--- config.mk ---
export PLATFORM = sky130hd
export DESIGN_NAME = dlx_regfile_flat
export DESIGN_NICKNAME = d
export VERILOG_FILES = /design/src/rtl/dlx_pkg.sv /design/src/rtl/dlx_regfile_if.sv /design/src/rtl/dlx_scoreboard.sv /design/src/rtl/mux32_1.sv /design/src/rtl/dlx_regfile.sv /design/src/flat_wrapper.sv
export SDC_FILE = /design/constraint.sdc
export NUM_CORES = 2
export LEC_CHECK = 0
export ABC_AREA = 1
export ABC_CLOCK_PERIOD_IN_PS = 3100
export CORE_MARGIN = 4
export CORE_UTILIZATION = 40
export CTS_CLUSTER_DIAMETER = 80
export DETAILED_ROUTE_END_ITERATION = 12
export GPL_ROUTABILITY_DRIVEN = 0
export SETUP_SLACK_MARGIN = 0.02
export SLEW_MARGIN = 40
export SYNTH_ARGS = -nofsm -noshare
export SYNTH_HDL_FRONTEND = slang
export SYNTH_SLANG_ARGS = --single-unit
--- constraint.sdc ---
create_clock -name clk -period 3.1 [get_ports clk]
set_input_delay 0.62 -clock clk [delete_from_list [all_inputs] [get_ports clk]]
set_output_delay 0.62 -clock clk [all_outputs]
set_load 0.05 [all_outputs]
--- src/rtl/dlx_pkg.sv ---
// Shared DLX definitions: register-file geometry and the common address/word types.
package dlx_pkg;

    localparam int unsigned REG_AW = 5;
    localparam int unsigned NREG   = 32;
    localparam int unsigned WIDTH  = 32;

    typedef logic [REG_AW-1:0] reg_addr_t;
    typedef logic [WIDTH-1:0]  word_t;

    localparam reg_addr_t R0 = '0;

endpackage

--- src/rtl/dlx_regfile_if.sv ---
// Decode/writeback side bundle of the DLX register file: read ports, writeback and issue.
interface dlx_regfile_if;
    import dlx_pkg::*;

    reg_addr_t         ra_addr;
    reg_addr_t         rb_addr;
    word_t             ra_data;
    word_t             rb_data;
    logic              wb_en;
    reg_addr_t         wb_addr;
    word_t             wb_data;
    logic              iss_valid;
    logic              iss_use_a;
    logic              iss_use_b;
    logic              iss_wr;
    reg_addr_t         iss_dest;
    logic              stall;
    logic [NREG-1:0]   busy;

    // Pipeline side: drives addresses, writeback and issue requests.
    modport master (
        output ra_addr, rb_addr, wb_en, wb_addr, wb_data,
        output iss_valid, iss_use_a, iss_use_b, iss_wr, iss_dest,
        input  ra_data, rb_data, stall, busy
    );

    // Register file side.
    modport slave (
        input  ra_addr, rb_addr, wb_en, wb_addr, wb_data,
        input  iss_valid, iss_use_a, iss_use_b, iss_wr, iss_dest,
        output ra_data, rb_data, stall, busy
    );

endinterface

--- src/rtl/dlx_scoreboard.sv ---
// Pending-write scoreboard: one busy bit per register and the decode stall it implies.
module dlx_scoreboard
    import dlx_pkg::*;
(
    input  logic            clk,
    input  logic            rst_n,
    input  reg_addr_t       ra_addr,
    input  reg_addr_t       rb_addr,
    input  logic            wb_en,
    input  reg_addr_t       wb_addr,
    input  logic            iss_valid,
    input  logic            iss_use_a,
    input  logic            iss_use_b,
    input  logic            iss_wr,
    input  reg_addr_t       iss_dest,
    output logic            stall,
    output logic [NREG-1:0] busy
);

    logic [NREG-1:1] busy_q, busy_d;
    logic            haz_a, haz_b, acc;

    // R0 never has an outstanding producer.
    assign busy = {busy_q, 1'b0};

    // A writeback landing this cycle resolves the hazard through the read bypass.
    always_comb begin
        haz_a = iss_use_a & busy[ra_addr] & ~(wb_en & (wb_addr == ra_addr));
        haz_b = iss_use_b & busy[rb_addr] & ~(wb_en & (wb_addr == rb_addr));
        stall = iss_valid & (haz_a | haz_b);
        acc   = iss_valid & ~stall;
    end

    // Set beats clear: a newly accepted producer supersedes the retiring one.
    always_comb begin
        busy_d = busy_q;
        for (int unsigned i = 1; i < NREG; i++) begin
            if (acc && iss_wr && (iss_dest == reg_addr_t'(i))) begin
                busy_d[i] = 1'b1;
            end else if (wb_en && (wb_addr == reg_addr_t'(i))) begin
                busy_d[i] = 1'b0;
            end
        end
    end

    // Busy vector register, dropped entirely on reset.
    always_ff @(posedge clk or negedge rst_n) begin
        if (!rst_n) begin
            busy_q <= '0;
        end else begin
            busy_q <= busy_d;
        end
    end

endmodule

--- src/rtl/mux32_1.sv ---
// One-bit 32:1 read-mux cell; one instance per data bit per read port.
module mux32_1 (
    input  logic [31:0] d,
    input  logic [4:0]  sel,
    output logic        y
);

    assign y = d[sel];

endmodule

--- src/rtl/dlx_regfile.sv ---
// DLX architectural register file: 31 stored registers, R0 reads zero, two combinational
// read ports built from mux32_1 cells with write-first bypass, plus the issue scoreboard.
module dlx_regfile
    import dlx_pkg::*;
(
    input  logic          clk,
    input  logic          rst_n,
    dlx_regfile_if.slave  bus
);

    word_t             regs [1:NREG-1];
    logic [NREG-1:0]   col [WIDTH];
    word_t             mux_a, mux_b;

    // Register storage; writes to R0 are dropped since it has no flop.
    always_ff @(posedge clk or negedge rst_n) begin
        if (!rst_n) begin
            for (int unsigned i = 1; i < NREG; i++) begin
                regs[i] <= '0;
            end
        end else if (bus.wb_en) begin
            for (int unsigned i = 1; i < NREG; i++) begin
                if (bus.wb_addr == reg_addr_t'(i)) begin
                    regs[i] <= bus.wb_data;
                end
            end
        end
    end

    // Transpose storage into per-bit mux inputs; input 0 is a dummy zero for R0.
    always_comb begin
        for (int unsigned b = 0; b < WIDTH; b++) begin
            col[b][0] = 1'b0;
            for (int unsigned i = 1; i < NREG; i++) begin
                col[b][i] = regs[i][b];
            end
        end
    end

    for (genvar b = 0; b < WIDTH; b++) begin : g_rd_bit
        mux32_1 u_mux_a (
            .d   (col[b]),
            .sel (bus.ra_addr),
            .y   (mux_a[b])
        );
        mux32_1 u_mux_b (
            .d   (col[b]),
            .sel (bus.rb_addr),
            .y   (mux_b[b])
        );
    end

    // Bypass and R0 override sit after the mux; R0 override has the final word.
    always_comb begin
        bus.ra_data = mux_a;
        if (bus.wb_en && (bus.wb_addr == bus.ra_addr)) begin
            bus.ra_data = bus.wb_data;
        end
        if (bus.ra_addr == R0) begin
            bus.ra_data = '0;
        end
        bus.rb_data = mux_b;
        if (bus.wb_en && (bus.wb_addr == bus.rb_addr)) begin
            bus.rb_data = bus.wb_data;
        end
        if (bus.rb_addr == R0) begin
            bus.rb_data = '0;
        end
    end

    dlx_scoreboard u_scoreboard (
        .clk       (clk),
        .rst_n     (rst_n),
        .ra_addr   (bus.ra_addr),
        .rb_addr   (bus.rb_addr),
        .wb_en     (bus.wb_en),
        .wb_addr   (bus.wb_addr),
        .iss_valid (bus.iss_valid),
        .iss_use_a (bus.iss_use_a),
        .iss_use_b (bus.iss_use_b),
        .iss_wr    (bus.iss_wr),
        .iss_dest  (bus.iss_dest),
        .stall     (bus.stall),
        .busy      (bus.busy)
    );

endmodule

--- src/flat_wrapper.sv ---
// flat-port wrapper written by rule: the top's interface ports become plain ports
module dlx_regfile_flat import dlx_pkg::*;
  (clk, rst_n, bus_ra_addr, bus_rb_addr, bus_wb_en, bus_wb_addr, bus_wb_data, bus_iss_valid, bus_iss_use_a, bus_iss_use_b, bus_iss_wr, bus_iss_dest, bus_ra_data, bus_rb_data, bus_stall, bus_busy);
  dlx_regfile_if bus_i ();
  input  logic clk;
  input  logic rst_n;
  input wire logic [$bits(bus_i.ra_addr)-1:0] bus_ra_addr;
  input wire logic [$bits(bus_i.rb_addr)-1:0] bus_rb_addr;
  input wire logic [$bits(bus_i.wb_en)-1:0] bus_wb_en;
  input wire logic [$bits(bus_i.wb_addr)-1:0] bus_wb_addr;
  input wire logic [$bits(bus_i.wb_data)-1:0] bus_wb_data;
  input wire logic [$bits(bus_i.iss_valid)-1:0] bus_iss_valid;
  input wire logic [$bits(bus_i.iss_use_a)-1:0] bus_iss_use_a;
  input wire logic [$bits(bus_i.iss_use_b)-1:0] bus_iss_use_b;
  input wire logic [$bits(bus_i.iss_wr)-1:0] bus_iss_wr;
  input wire logic [$bits(bus_i.iss_dest)-1:0] bus_iss_dest;
  output wire logic [$bits(bus_i.ra_data)-1:0] bus_ra_data;
  output wire logic [$bits(bus_i.rb_data)-1:0] bus_rb_data;
  output wire logic [$bits(bus_i.stall)-1:0] bus_stall;
  output wire logic [$bits(bus_i.busy)-1:0] bus_busy;
  assign bus_i.ra_addr = bus_ra_addr;
  assign bus_i.rb_addr = bus_rb_addr;
  assign bus_i.wb_en = bus_wb_en;
  assign bus_i.wb_addr = bus_wb_addr;
  assign bus_i.wb_data = bus_wb_data;
  assign bus_i.iss_valid = bus_iss_valid;
  assign bus_i.iss_use_a = bus_iss_use_a;
  assign bus_i.iss_use_b = bus_iss_use_b;
  assign bus_i.iss_wr = bus_iss_wr;
  assign bus_i.iss_dest = bus_iss_dest;
  assign bus_ra_data = bus_i.ra_data;
  assign bus_rb_data = bus_i.rb_data;
  assign bus_stall = bus_i.stall;
  assign bus_busy = bus_i.busy;
  dlx_regfile u_core (.clk(clk), .rst_n(rst_n), .bus(bus_i));
endmodule
==> flow_results.org <==
** Outcome
- The run finished, with violations left.
- Failing checks :: setup timing

** Timing
- Slew of the pin with the lowest slew margin :: 821 ps
- Relative max-transition margin :: 45.3%
- Setup violations remaining at the end of the flow were counted as 4.
- For the finished layout, the period the worst path requires is 3120 ps.
- Share of the cycle needed by the critical path after routing :: 101%
- Final Hold Fails :: 0
- Setup repair after global routing could not meet its margin everywhere.
- Fin. max-slew vios :: 0
- Timing would allow up to 320 MHz.
- Hold Slack :: 459 ps
- Setup slack on the critical path of the routed design comes to -20.6 ps.
- Across the routed clock network, the largest skew measured is 15.3 ps.

** Clock tree
- Clock tree from TritonCTS :: built
- Clock-pin slew was measured on the worst setup and hold paths at 60 ps.
- CTS H-Tree Depth :: 3
- TritonCTS created 113 clock buffers.
- Clock tree synthesis found a total of 1023 sinks.
- CTS placed an instance of sky130_fd_sc_hd__clkbuf_16 at the clock tree root.
- Largest buffer count on any clock path :: 3
- Clock latency on the worst-skew pair :: 750 ps

** Global routing
- met2 is the most crowded layer.
- The first global-routing pass estimated 365 mm of wire.
- The number of global-route vias before repair is 55155.
- Global routing used 48.5% of the available met2 tracks.
- For met3 alone, demand over resource in global routing was 8.21%.
- Global routing finished with a remaining overflow of 0.
- Number of antenna violations at the first check in global routing :: 7
- For met1 alone, demand over resource in global routing was 45.7%.
- Pin count of the biggest net entering global routing :: 107
- Global Route Usage Sum :: 32.9%

** Pwr
- Cell area power density :: 593 mW/mm2
- Summing internal, switching and leakage power gives 0.0412 W.
- IR analysis of the VDD net gives a maximum drop of 0.000618 V.
- Summed over all cells, the static leakage comes to 31.0 nW.

** Setup path
- Top fanout value on the critical path :: 7
- Terminus of the critical flop-to-flop path :: u_core.u_scoreboard.busy_q[24]$_DFFE_PN0P_
- Category of the critical setup timing path :: in2out
- STA classifies the critical path endpoint as an output pin.
- STA puts the critical path data required time at 2480 ps.
- The worst register-to-register path has a setup slack of 1060 ps.
- Arrival time at the worst endpoint :: 2500 ps
- CP startpoint kind :: input pin
- Worst reg2reg path startpoint :: u_core.u_scoreboard.busy_q[24]$_DFFE_PN0P_
- The worst register-to-register path has a depth of 10.

** Min path
- The tightest min-delay check is of the in2async type.

** Drt
- Number of vias per cell :: 6.22
- Vias post-DR :: 59540
- After detailed routing, the number of remaining DRC violations is 0.
- Summed over all layers, the routed wires come to 252 mm.
- The first TritonRoute pass finished after 6 iterations.
- The detailed router finished its first iteration with 9771 violations.
- Dividing the detail-routed wire length by the instance count gives 26.3 um.
- The detail route stage leaves a number of antenna-violating nets equal to 0.

** Logic synthesis
- Area share of the leading cell type in the synthesized netlist :: 46.0%
- Yosys warns :: 0
- Average cell area after synthesis :: 7.31 um2
- Synthesized net count :: 7678
- Unique cell type count in the Yosys netlist :: 35
- Share of synthesized area occupied by flip-flops and latches :: 46.0%
- Dominant cells by area after synthesis :: sky130_fd_sc_hd__dfrtp_1 46%, sky130_fd_sc_hd__o21ai_0 16%, sky130_fd_sc_hd__nand2_1 12%, sky130_fd_sc_hd__nor2_1 5.2%, sky130_fd_sc_hd__a21oi_1 3.5%
- Number of instances in the synthesized netlist :: 7619
- Post-synthesis instance area :: 0.0557 mm2
- Synthesized flop and latch total :: 1023
- The largest total area in the synthesized netlist belongs to sky130_fd_sc_hd__dfrtp_1.

** Floorplanning
- Vertical die dimension :: 381 um
- Area of the die :: 0.145 mm2
- The core region is 0.138 mm2.
- Die X-Extent :: 381 um
- 156 I/O pins were placed.
- Site row count :: 136
- Initial Util :: 40.4%

** Finish
- The finished layout holds 9568 standard cells, fillers aside.
- Cells fill 50.4% of the core in the end.
- The post-route netlist has 13.2% of its cells at a drive strength greater than 1.
- In the final design database the tool counted 7740 nets.
- Area growth from synthesis to layout :: 24.8%
- The layout has 13203 filler cells.

** Place
- The HPWL after detailed placement is 148 mm.
- Cell total after placement :: 9275
- I/O Buffers :: 154

** Run
- Number of violations of the max-capacitance limit :: 0
per-layer routing:
layer	up-vias	share of wire, %
met3	749	13
met2	4332	42
met1	28602	39
met4	6	5.1
li1	25851	-
met5	-	0.014
registers in the layout, summed over array words and instances, names as in the netlist:
signal / cells
u_core.u_scoreboard.busy_q: 31
u_core.col: 992
what timing repair did:
| action | 4_1_cts | 5_1_grt |
|---|---|---|
| resized for setup | 158 | 190 |
| buffers inserted | 30 | 21 |
| pin swaps | 42 | 71 |
| hold buffers | 1 | 0 |
| endpoints found under the hold margin | 33 | 0 |
| cloned | 14 | 22 |
| endpoints found under the setup margin | 65 | 64 |
stage by stage:
stage          setup TNS (ps)  area, um2  setup slack (ps)
2_1_floorplan               0      55800              13.6
3_3_place_gp            -7550      62800              -243
3_5_place_dp            -6580      62800              -226
4_1_cts                 -13.8      68000             -13.8
5_1_grt                  -438      69500             -60.3
6_report                -48.5      69500             -20.6
cells by family after synthesis:
group                  Yosys count  share of synthesized area [%]
AO/OA/AOI/OAI                 2556                           24.3
buffers and inverters          941                           7.40
flip-flops                    1023                           46.0
other                            1                        0.00674
AND/OR/NAND/NOR               3098                           22.3
cells in the mapped netlist:
library cell / count
sky130_fd_sc_hd__a21boi_0: 1
sky130_fd_sc_hd__a21oi_1: 388
sky130_fd_sc_hd__a21oi_2: 2
sky130_fd_sc_hd__a22oi_1: 28
sky130_fd_sc_hd__a31oi_1: 1
sky130_fd_sc_hd__buf_1: 40
sky130_fd_sc_hd__buf_12: 2
sky130_fd_sc_hd__buf_2: 155
sky130_fd_sc_hd__buf_4: 43
sky130_fd_sc_hd__buf_6: 21
sky130_fd_sc_hd__buf_8: 3
sky130_fd_sc_hd__clkbuf_1: 470
sky130_fd_sc_hd__clkbuf_2: 3
sky130_fd_sc_hd__clkinv_1: 2
sky130_fd_sc_hd__conb_1: 1
sky130_fd_sc_hd__dfrtp_1: 1023
sky130_fd_sc_hd__inv_1: 192
sky130_fd_sc_hd__inv_2: 9
sky130_fd_sc_hd__inv_4: 1
sky130_fd_sc_hd__nand2_1: 1837
sky130_fd_sc_hd__nand3_1: 380
sky130_fd_sc_hd__nand3_2: 1
sky130_fd_sc_hd__nand4_1: 91
sky130_fd_sc_hd__nor2_1: 768
sky130_fd_sc_hd__nor2_2: 2
sky130_fd_sc_hd__nor2_8: 2
sky130_fd_sc_hd__nor3_1: 13
sky130_fd_sc_hd__nor3_2: 2
sky130_fd_sc_hd__o2111ai_1: 11
sky130_fd_sc_hd__o211ai_1: 143
sky130_fd_sc_hd__o21ai_0: 1732
sky130_fd_sc_hd__o21ai_1: 99
sky130_fd_sc_hd__o221ai_1: 30
sky130_fd_sc_hd__o22ai_1: 121
sky130_fd_sc_hd__or2_2: 2
worst max path at each step:
stage | from | to | slack (ps) | depth (start not counted)
floorplan | bus_ra_addr[0] | bus_ra_data[4] | 10 | 12
global placement | bus_wb_addr[4] | bus_rb_data[16] | -240 | 10
detailed placement | bus_wb_addr[4] | bus_rb_data[16] | -230 | 10
CTS | bus_ra_addr[1] | bus_ra_data[15] | -10 | 13
global route | bus_ra_addr[0] | bus_ra_data[10] | -60 | 13
finish | bus_ra_addr[0] | bus_ra_data[15] | -20 | 13
cell type report:
class,count,area (um2),area share (%)
Inverter,204,847,1.22
Timing Repair inverter,2,22.5,0.0324
Tap cell,1794,2240,3.23
Timing Repair Buffer,682,9730,14.0
Clock inverter,40,462,0.665
Multi-Input combinational cell,5655,27200,39.1
Clock buffer,165,3360,4.84
Sequential cell,1023,25600,36.9
Antenna cell,3,7.51,0.0108
power by group:
group / total (W) / internal (W) / leakage (nW) / switching, W
Sequential: 0.0179 / 0.0158 / 13.3 / 0.00203
Combinational: 0.00932 / 0.00367 / 15.8 / 0.00565
Clock: 0.0140 / 0.00802 / 1.89 / 0.00602
worst max-delay path, stage by stage:
cell and delay [ps]:
sky130_fd_sc_hd__buf_16 120, sky130_fd_sc_hd__buf_16 150, sky130_fd_sc_hd__nor2_8 190, sky130_fd_sc_hd__buf_12 210
sky130_fd_sc_hd__buf_16 170, sky130_fd_sc_hd__buf_12 120, sky130_fd_sc_hd__a21oi_2 40, sky130_fd_sc_hd__o211ai_1 130
sky130_fd_sc_hd__nand3_1 180, sky130_fd_sc_hd__nand3_2 140, sky130_fd_sc_hd__nand2_4 80, sky130_fd_sc_hd__a21oi_4 150
sky130_fd_sc_hd__buf_12 150
cells in the final DEF, fill, tap and decap left out, types with 40 or more instances in the layout:
master                               n
sky130_fd_sc_hd__o22ai_1           121
sky130_fd_sc_hd__nor2_1            765
sky130_fd_sc_hd__nand3_1           316
sky130_fd_sc_hd__clkdlybuf4s50_1    72
sky130_fd_sc_hd__nand2_4            41
sky130_fd_sc_hd__nand4_1            91
sky130_fd_sc_hd__a21oi_1           347
sky130_fd_sc_hd__nand2_1          1764
sky130_fd_sc_hd__o211ai_1          143
sky130_fd_sc_hd__nand3_2            52
sky130_fd_sc_hd__o21ai_1           127
sky130_fd_sc_hd__o21ai_0          1687
sky130_fd_sc_hd__buf_12            250
sky130_fd_sc_hd__inv_1             181
sky130_fd_sc_hd__clkbuf_16         134
sky130_fd_sc_hd__buf_16             40
sky130_fd_sc_hd__buf_4             269
sky130_fd_sc_hd__dfrtp_1          1022
No activity file was read; power rests on OpenSTA's default activity.
